--- src/rtl/gen_cfg_sequencer.sv ---
// Shadows generator config and sequences start/stop/reconfig of the GPS signal datapath on C/A epoch boundaries.
// Latency: gen_enable_out rises SETTLE_CYCLES+1 clocks after capture; minor changes apply in the capture clock.
// Backpressure: no handshake; a change waits in PEND for code_phase_done_in, or is forced after EPOCH_TIMEOUT clocks.
module gen_cfg_sequencer #(
  parameter int SETTLE_CYCLES = 4,
  parameter int EPOCH_TIMEOUT = 20000
) (
  input  logic        clk_in,
  input  logic        rst_in_n,
  input  logic        enable_in,
  input  logic [4:0]  n_sat_in,
  input  logic [9:0]  ca_phase_in,
  input  logic [15:0] doppler_in,
  input  logic [7:0]  snr_in,
  input  logic        use_preset_in,
  input  logic        use_msg_preset_in,
  input  logic        noise_off_in,
  input  logic        signal_off_in,
  input  logic        code_phase_done_in,
  output logic        gen_enable_out,
  output logic        ca_load_out,
  output logic [4:0]  n_sat_out,
  output logic [9:0]  ca_phase_out,
  output logic [15:0] doppler_out,
  output logic [7:0]  snr_out,
  output logic        use_preset_out,
  output logic        use_msg_preset_out,
  output logic        noise_off_out,
  output logic        signal_off_out,
  output logic        cfg_pending_out,
  output logic        timeout_out
);

  localparam int TW = $clog2(EPOCH_TIMEOUT + 1);
  localparam int SW = (SETTLE_CYCLES > 1) ? $clog2(SETTLE_CYCLES) : 1;
  localparam logic [SW-1:0] SETTLE_INIT = SW'(SETTLE_CYCLES - 1);
  localparam logic [TW-1:0] T_LAST      = TW'(EPOCH_TIMEOUT - 1);
  localparam logic [TW-1:0] T_MAX       = TW'(EPOCH_TIMEOUT);

  typedef struct packed {
    logic [4:0]  n_sat;
    logic [9:0]  ca_phase;
    logic [15:0] doppler;
    logic [7:0]  snr;
    logic        use_preset;
    logic        use_msg_preset;
    logic        noise_off;
    logic        signal_off;
  } cfg_t;

  typedef enum logic [2:0] {
    IDLE   = 3'd0,
    LOAD   = 3'd1,
    SETTLE = 3'd2,
    RUN    = 3'd3,
    PEND   = 3'd4,
    STOP   = 3'd5
  } state_t;

  state_t          state;
  cfg_t            live;
  cfg_t            shadow;
  logic [SW-1:0]   settle_cnt;
  logic [TW-1:0]   tmo_cnt;
  logic            major_chg;
  logic            minor_chg;
  logic            any_chg;
  logic            tmo_hit;

  assign live = {n_sat_in, ca_phase_in, doppler_in, snr_in,
                 use_preset_in, use_msg_preset_in, noise_off_in, signal_off_in};

  // Classify the difference between live request and what the datapath is running with.
  always_comb begin
    major_chg = (live.n_sat != shadow.n_sat) || (live.ca_phase != shadow.ca_phase);
    minor_chg = (live.doppler != shadow.doppler) || (live.snr != shadow.snr) ||
                (live.use_preset != shadow.use_preset) ||
                (live.use_msg_preset != shadow.use_msg_preset) ||
                (live.noise_off != shadow.noise_off) ||
                (live.signal_off != shadow.signal_off);
    any_chg   = major_chg || minor_chg;
    tmo_hit   = (tmo_cnt == T_LAST);
  end

  // Sequencer: all outputs registered; shadow only changes on a capture.
  always_ff @(posedge clk_in or negedge rst_in_n) begin
    if (!rst_in_n) begin
      state           <= IDLE;
      shadow          <= '0;
      settle_cnt      <= '0;
      tmo_cnt         <= '0;
      gen_enable_out  <= 1'b0;
      ca_load_out     <= 1'b0;
      cfg_pending_out <= 1'b0;
      timeout_out     <= 1'b0;
    end else begin
      ca_load_out <= 1'b0;
      case (state)
        IDLE: begin
          gen_enable_out <= 1'b0;
          if (enable_in) begin
            shadow      <= live;
            ca_load_out <= 1'b1;
            state       <= LOAD;
          end
        end
        LOAD: begin
          settle_cnt <= SETTLE_INIT;
          state      <= SETTLE;
        end
        SETTLE: begin
          if (settle_cnt == '0) begin
            gen_enable_out <= 1'b1;
            state          <= RUN;
          end else begin
            settle_cnt <= settle_cnt - 1'b1;
          end
        end
        RUN: begin
          if (!enable_in) begin
            tmo_cnt <= '0;
            state   <= STOP;
          end else if (any_chg && code_phase_done_in) begin
            shadow <= live;
            if (major_chg) begin
              ca_load_out    <= 1'b1;
              gen_enable_out <= 1'b0;
              state          <= LOAD;
            end
          end else if (any_chg) begin
            cfg_pending_out <= 1'b1;
            tmo_cnt         <= '0;
            state           <= PEND;
          end
        end
        PEND: begin
          if (!enable_in) begin
            cfg_pending_out <= 1'b0;
            tmo_cnt         <= '0;
            state           <= STOP;
          end else if (code_phase_done_in || tmo_hit) begin
            // A forced apply is flagged only when the boundary never came.
            if (!code_phase_done_in) timeout_out <= 1'b1;
            shadow          <= live;
            cfg_pending_out <= 1'b0;
            if (major_chg) begin
              ca_load_out    <= 1'b1;
              gen_enable_out <= 1'b0;
              state          <= LOAD;
            end else begin
              state <= RUN;
            end
          end else if (!any_chg) begin
            cfg_pending_out <= 1'b0;
            state           <= RUN;
          end else if (tmo_cnt != T_MAX) begin
            tmo_cnt <= tmo_cnt + 1'b1;
          end
        end
        STOP: begin
          // Keep the datapath running until the epoch completes, then park.
          if (code_phase_done_in || tmo_hit) begin
            if (!code_phase_done_in) timeout_out <= 1'b1;
            gen_enable_out <= 1'b0;
            state          <= IDLE;
          end else if (tmo_cnt != T_MAX) begin
            tmo_cnt <= tmo_cnt + 1'b1;
          end
        end
        default: begin
          gen_enable_out <= 1'b0;
          state          <= IDLE;
        end
      endcase
    end
  end

  assign n_sat_out          = shadow.n_sat;
  assign ca_phase_out       = shadow.ca_phase;
  assign doppler_out        = shadow.doppler;
  assign snr_out            = shadow.snr;
  assign use_preset_out     = shadow.use_preset;
  assign use_msg_preset_out = shadow.use_msg_preset;
  assign noise_off_out      = shadow.noise_off;
  assign signal_off_out     = shadow.signal_off;

endmodule

--- config.mk ---
export PLATFORM = sky130hd
export DESIGN_NAME = gen_cfg_sequencer
export DESIGN_NICKNAME = d
export VERILOG_FILES = /design/src/rtl/gen_cfg_sequencer.sv
export SDC_FILE = /design/constraint.sdc
export NUM_CORES = 1
export LEC_CHECK = 0
export ABC_CLOCK_PERIOD_IN_PS = 3500
export CAP_MARGIN = 20
export CORE_ASPECT_RATIO = 0.5
export CORE_MARGIN = 2
export CORE_UTILIZATION = 50
export CTS_CLUSTER_SIZE = 12
export DETAILED_ROUTE_END_ITERATION = 12
export PLACE_DENSITY_LB_ADDON = 0.1
export SYNTH_ARGS = -nofsm -noshare
export SYNTH_HDL_FRONTEND = slang
export SYNTH_SLANG_ARGS = --single-unit
--- constraint.sdc ---
create_clock -name clk_in -period 3.5 [get_ports clk_in]
set_clock_uncertainty 0.1 [all_clocks]
set_input_delay 0.875 -clock clk_in [delete_from_list [all_inputs] [get_ports clk_in]]
set_output_delay 0.875 -clock clk_in [all_outputs]
set_load 0.05 [all_outputs]
# After elaboration in Yosys (flattened, before gate mapping)

Cells that the tools add are included.

Add/subtract/negate cells: 2
Equal/unequal tests: 33
Mux-type cells: 55
Bitwise operators: 1
Reduce and logical (&&, ||, !) cells: 23

Operator list:

| cell                                                | count |
|---|---|
| 2-to-1 mux 43 bit                                   | 5 |
| one-hot mux 43 bit (3 select lines)                 | 1 |
| 2-to-1 mux 15 bit                                   | 8 |
| one-hot mux 15 bit (3 select lines)                 | 1 |
| 2-to-1 mux 3 bit                                    | 10 |
| 2-to-1 mux 1 bit                                    | 22 |
| inequality test 2 bit, second input constant        | 11 |
| one-hot mux 3 bit (6 select lines)                  | 1 |
| AND reduction 6 bit                                 | 3 |
| inequality test 16 bit                              | 1 |
| adder 15 x 1 -> 15 bit, second input constant       | 1 |
| equality test 15 bit, second input constant         | 1 |
| inequality test 15 bit, second input constant       | 1 |
| inequality test 3 bit, second input constant        | 4 |
| inequality test 4 bit, second input constant        | 3 |
| inequality test 10 bit                              | 1 |
| logical OR 1 bit                                    | 8 |
| inequality test 8 bit                               | 1 |
| AND reduction 7 bit                                 | 1 |
| equality test 3 x 2 -> 1 bit, second input constant | 2 |
| equality test 3 bit, second input constant          | 2 |
| nonzero test 2 bit                                  | 3 |
| nonzero test 3 bit                                  | 2 |
| inequality test 5 bit                               | 1 |
| 14 further kinds                                    | 20 |

Bits in registers: 67
Input bits: 47
Output and inout bits: 47
Logic and storage cells: 129

# Depth between registers and ports, before layout

Gate-level depths: netlist (run 1).

Word-level depth: 11
Gate-level depth with buffers: 8
Mapped depth without buffers: 8

# Worst setup path after synthesis (run 1)

Ideal clock, no wire load.

Kind: input -> register
Start point: input port n_sat_in[4]
End point: register shadow, in the netlist doppler_out[6]
Library setup time: 0.125 ns
Arrival time: 2.965 ns
Data required time: 3.275 ns
Slack: 0.310 ns
Cell stages on the path: 8
Path buffers: 2
Cell sequence: xor2_1 > nor4_1 > nand4_2 > or3_1 > buf_2 > a41oi_4 > buf_6 > mux2_2

Longest elaborated chain between the ends: 6

RTL lines:

| what                            | line | text |
|---|---|---|
| start: declaration              | 11   | `input logic [4:0] n_sat_in,` |
| inequality test 5 bit           | 75   | `major_chg = (live.n_sat != shadow.n_sat) \|\| (live.ca_phase != shadow.ca_phase);` |
| logical OR 1 bit                | 75   |  |
| logical OR 1 bit                | 81   | `any_chg = major_chg \|\| minor_chg;` |
| logical AND 1 bit               | 123  | `end else if (any_chg && code_phase_done_in) begin` |
| inequality test 2 bit (no line) | n/a  |  |
| AND reduction 6 bit (no line)   | n/a  |  |
| end signal: assignment          | 102  | `shadow <= live;` |
| end signal: assignment          | 124  | `shadow <= live;` |
| end signal: assignment          | 144  | `shadow <= live;` |
| end: declaration                | 62   | `cfg_t shadow;` |

Every way passes these cells.
A chain may end at the register's enable or synchronous reset.

# Worst setup path in the final report (run 1)

Start point: input port n_sat_in[4]
End point: register shadow, in the netlist n_sat_out[0]

The elaborated chain is that of the path after synthesis.

==> impl_metrics.json, run 1 <==
{
  "io_pins": 94,
  "crit_arrival_ns": 3.45,
  "hpwl_mm": 6.74,
  "post-cts-setup-buffers": 0,
  "netlist_area_um2": 3740,
  "crit_chain": "clkdlybuf4s50_1 > xor2_1 > nor4_1 > nand4_2 > or3_1 > a41oi_4 > buf_12 > mux2_2",
  "antennaDiodeCount": 0,
  "yosysSeqAreaShare": 0.448,
  "ys_ff_latch": 67,
  "crit_path_end_kind": "flop",
  "nets": 501,
  "rows": 22,
  "crit_required_ns": 3.62,
  "hold_violations": 0,
  "cts_resized": 0,
  "wl_mm": 9.20,
  "avgSynthCellArea_um2": 10.8,
  "rr_worst_depth": 7,
  "drive_above_1_share": 0.184,
  "p_per_area_nw_per_um2": 998,
  "first_pass_iters": 4,
  "io_buffers": 93,
  "min_path_type": "input pin to asynchronous set/reset pin",
  "grt_overflow_total": 0,
  "path_delay_family": "simple AND/OR/NAND/NOR gates",
  "clk_latency_ns": 0.34,
  "clock-root-buffer": "clkbuf_16",
  "vdd_drop_max_uv": 659,
  "cts_sinks": 67,
  "synth.distinct_cells": 56,
  "async_reset_ff_frac": 1.00,
  "cpMaxStageDelayCell": "or3_1",
  "fin_crit_sh": 0.953,
  "coreArea_um2": 7290,
  "netlist_instances": 347,
  "multiInputGateArea_um2": 1930,
  "die_h_um": 65.2,
  "slew_violations": 0,
  "worstSetupStartpointType": "input pin",
  "ctsHoldBuffers": 0,
  "cts_buffers": 9,
  "syn_nets": 397,
  "rsz0062_at_grt": "false",
  "slew_headroom": 0.572,
  "criticalPathCategory": "input pin to flop",
  "ant_nets": 0,
  "die_w_um": 126,
  "vias_per_cell": 5.62,
  "path_buf_inv": 2,
  "vias": 3102,
  "ctsLongestPathBuffers": 2,
  "grt_usage": 0.238,
  "tightestPinTransition_ns": 0.638,
  "outcome": "completed",
  "cp_max_fo": 43,
  "slowest_delay_ns": 0.45,
  "syn_to_final_growth_pct": 37.8,
  "power_mw": 5.15,
  "setup_viol": 0,
  "synth_edf_count": 0,
  "drv_cap": 0,
  "place.gp.congestion": 0.877,
  "grt_pass1_vias": 3129,
  "dpl.cell_count": 536,
  "synthFlopType": "dfrtp_1",
  "grt_pass1_wl_mm": 15.3,
  "p_leak_nw": 2.13,
  "max_clock_freq_mhz": 300,
  "synth_warnings": 0,
  "dieArea_um2": 8230,
  "r2r_slack_ns": 0.73,
  "grt_max_degree": 44,
  "final_cell_count_no_fill": 552,
  "fin_crit_ns": 3.34,
  "start_util": 0.513,
  "clkTransAtPathRegs_ns": 0.05,
  "r2r-end": "n_sat_out[0]",
  "cts_tree": "built",
  "initialDrtViolationCount": 249,
  "reg2reg_from": "n_sat_out[4]",
  "drc_errors": 0,
  "num-fill-cells": 534,
  "drt-wirelength-per-cell_um": 16.7,
  "seqCellArea_um2": 1680,
  "antenna_found_initial": 0,
  "htreeDepth": 3
}
==> cells in the final DEF (no fill, tap or decap), types with 3 or more instances in the layout <==
master           count
nand2_1             29
nand3_1              9
ha_1                 3
clkbuf_16            9
mux2_2              39
or4_1                3
nor4_1              15
o221ai_1             4
mux2_1               4
nor2_1              18
inv_1                8
nor3_1               4
a31o_2               6
dfrtp_1             67
buf_4               16
a211oi_1             6
o22a_1               5
xor2_1              43
a21oi_1              7
clkdlybuf4s50_1     92
a31oi_1              3
o21ai_0             11
o21a_1               6
==> Yosys cell counts (2+ instances only) <==
cell type  instances  area (um2)
a211oi_1           6        45.0
a21o_1             2        15.0
a21oi_1            7        35.0
a22oi_1            2        15.0
a31o_2             6        52.6
a31oi_1            3        18.8
and3_1             2        12.5
buf_2              2        10.0
buf_6              4        45.0
clkbuf_1           9        33.8
dfrtp_1           67        1680
ha_1               3        37.5
inv_1              8        30.0
mux2_1             4        45.0
mux2_2            39         439
mux2i_1            2        20.0
nand2_1           29         109
nand3_1            9        45.0
nand3b_1           2        15.0
nor2_1            18        67.6
nor3_1             4        20.0
nor4_1            15        93.8
nor4b_1            2        17.5
o21a_1             6        45.0
o21ai_0           11        55.1
o21ba_2            2        20.0
o221ai_1           4        35.0
o22a_1             5        43.8
o31ai_1            2        15.0
or3_1              2        12.5
or4_1              3        22.5
xor2_1            43         377
==> power breakdown <==
part	internal, mW	leakage (nW)	switching (mW)
sequential	1.09	0.821	0.305
combinational	1.11	1.15	1.66
clock	0.661	0.159	0.325
==> registers in the layout, summed over array words and instances (netlist names) <==
name                cells
signal_off_out          1
doppler_out            16
cfg_pending_out         1
state                   3
n_sat_out               5
ca_load_out             1
gen_enable_out          1
tmo_cnt                15
snr_out                 8
timeout_out             1
noise_off_out           1
settle_cnt              2
use_msg_preset_out      1
use_preset_out          1
ca_phase_out           10
==> logic make-up (layout without fill, tap and decap cells) <==
kind of cell             Yosys count  after routing  synth area share
AO/OA/AOI/OAI                     68             68             0.139
XOR/XNOR                          44             44             0.103
adder cells (fa/ha/maj)            3              3            0.0100
buffers and inverters             25            134            0.0348
flip-flops                        67             67             0.448
multiplexers                      45             45             0.135
AND/OR/NAND/NOR                   95             95             0.130
==> layer usage <==
| metal | vias to the layer above | track usage | share of wire |
|---|---|---|---|
| li1 | 1483 | - | - |
| met1 | 1542 | 0.294 | 0.43 |
| met2 | 65 | 0.391 | 0.50 |
| met3 | 12 | 0.0871 | 0.055 |
| met4 | 0 | 0.0838 | 0.013 |
| met5 | - | 0 | 0 |
==> worst max path at each step <==
| stage | start | end | depth (start not counted) |
|---|---|---|---|
| after detailed placement | n_sat_in[4] | ca_phase_out[2] | 8 |
| after CTS | n_sat_in[4] | n_sat_out[0] | 8 |
| after global routing | n_sat_in[3] | doppler_out[6] | 8 |
| after global placement | n_sat_in[4] | ca_phase_out[3] | 8 |
| after floorplan | n_sat_in[4] | doppler_out[6] | 8 |
| final | n_sat_in[4] | n_sat_out[0] | 8 |
==> worst reg2reg max path, cell delays in order, from the launching register on <==
cell and delay, ns:
dfrtp_1 0.40, xor2_1 0.17, nor4_1 0.44, nand4_2 0.19, or3_1 0.46, a41oi_4 0.25
buf_12 0.27, mux2_2 0.39
==> per-stage QoR <==
step	setup slack [ns]	area [um2]	TNS (ns)	hold slack, ns	utilization
after floorplan	0.310	3740	0	0.370	-
after global placement	-0.142	4830	-6.39	0.364	0.662
after detailed placement	-0.183	4830	-7.98	0.362	0.662
after CTS	0.176	5150	0	0.294	0.707
after global routing	0.0354	5150	0	0.304	0.707
final	0.164	5150	0	0.297	0.707
==> area by class of cell <==
class | instances | area share
multi-input cells | 255 | 0.375
clock inverters | 4 | 0.0141
repair buffers | 110 | 0.207
well taps | 96 | 0.0233
flip-flops and latches | 67 | 0.325
inverters | 8 | 0.00583
clock buffers | 12 | 0.0498
Power figures use the tool's default switching activity.
==> inputs of run 2 (changes only) <==
SLEW_MARGIN = 20   (was unset)
==> results of run 2 <==
Final layout, timing and power as in run 1 (identical DEF).
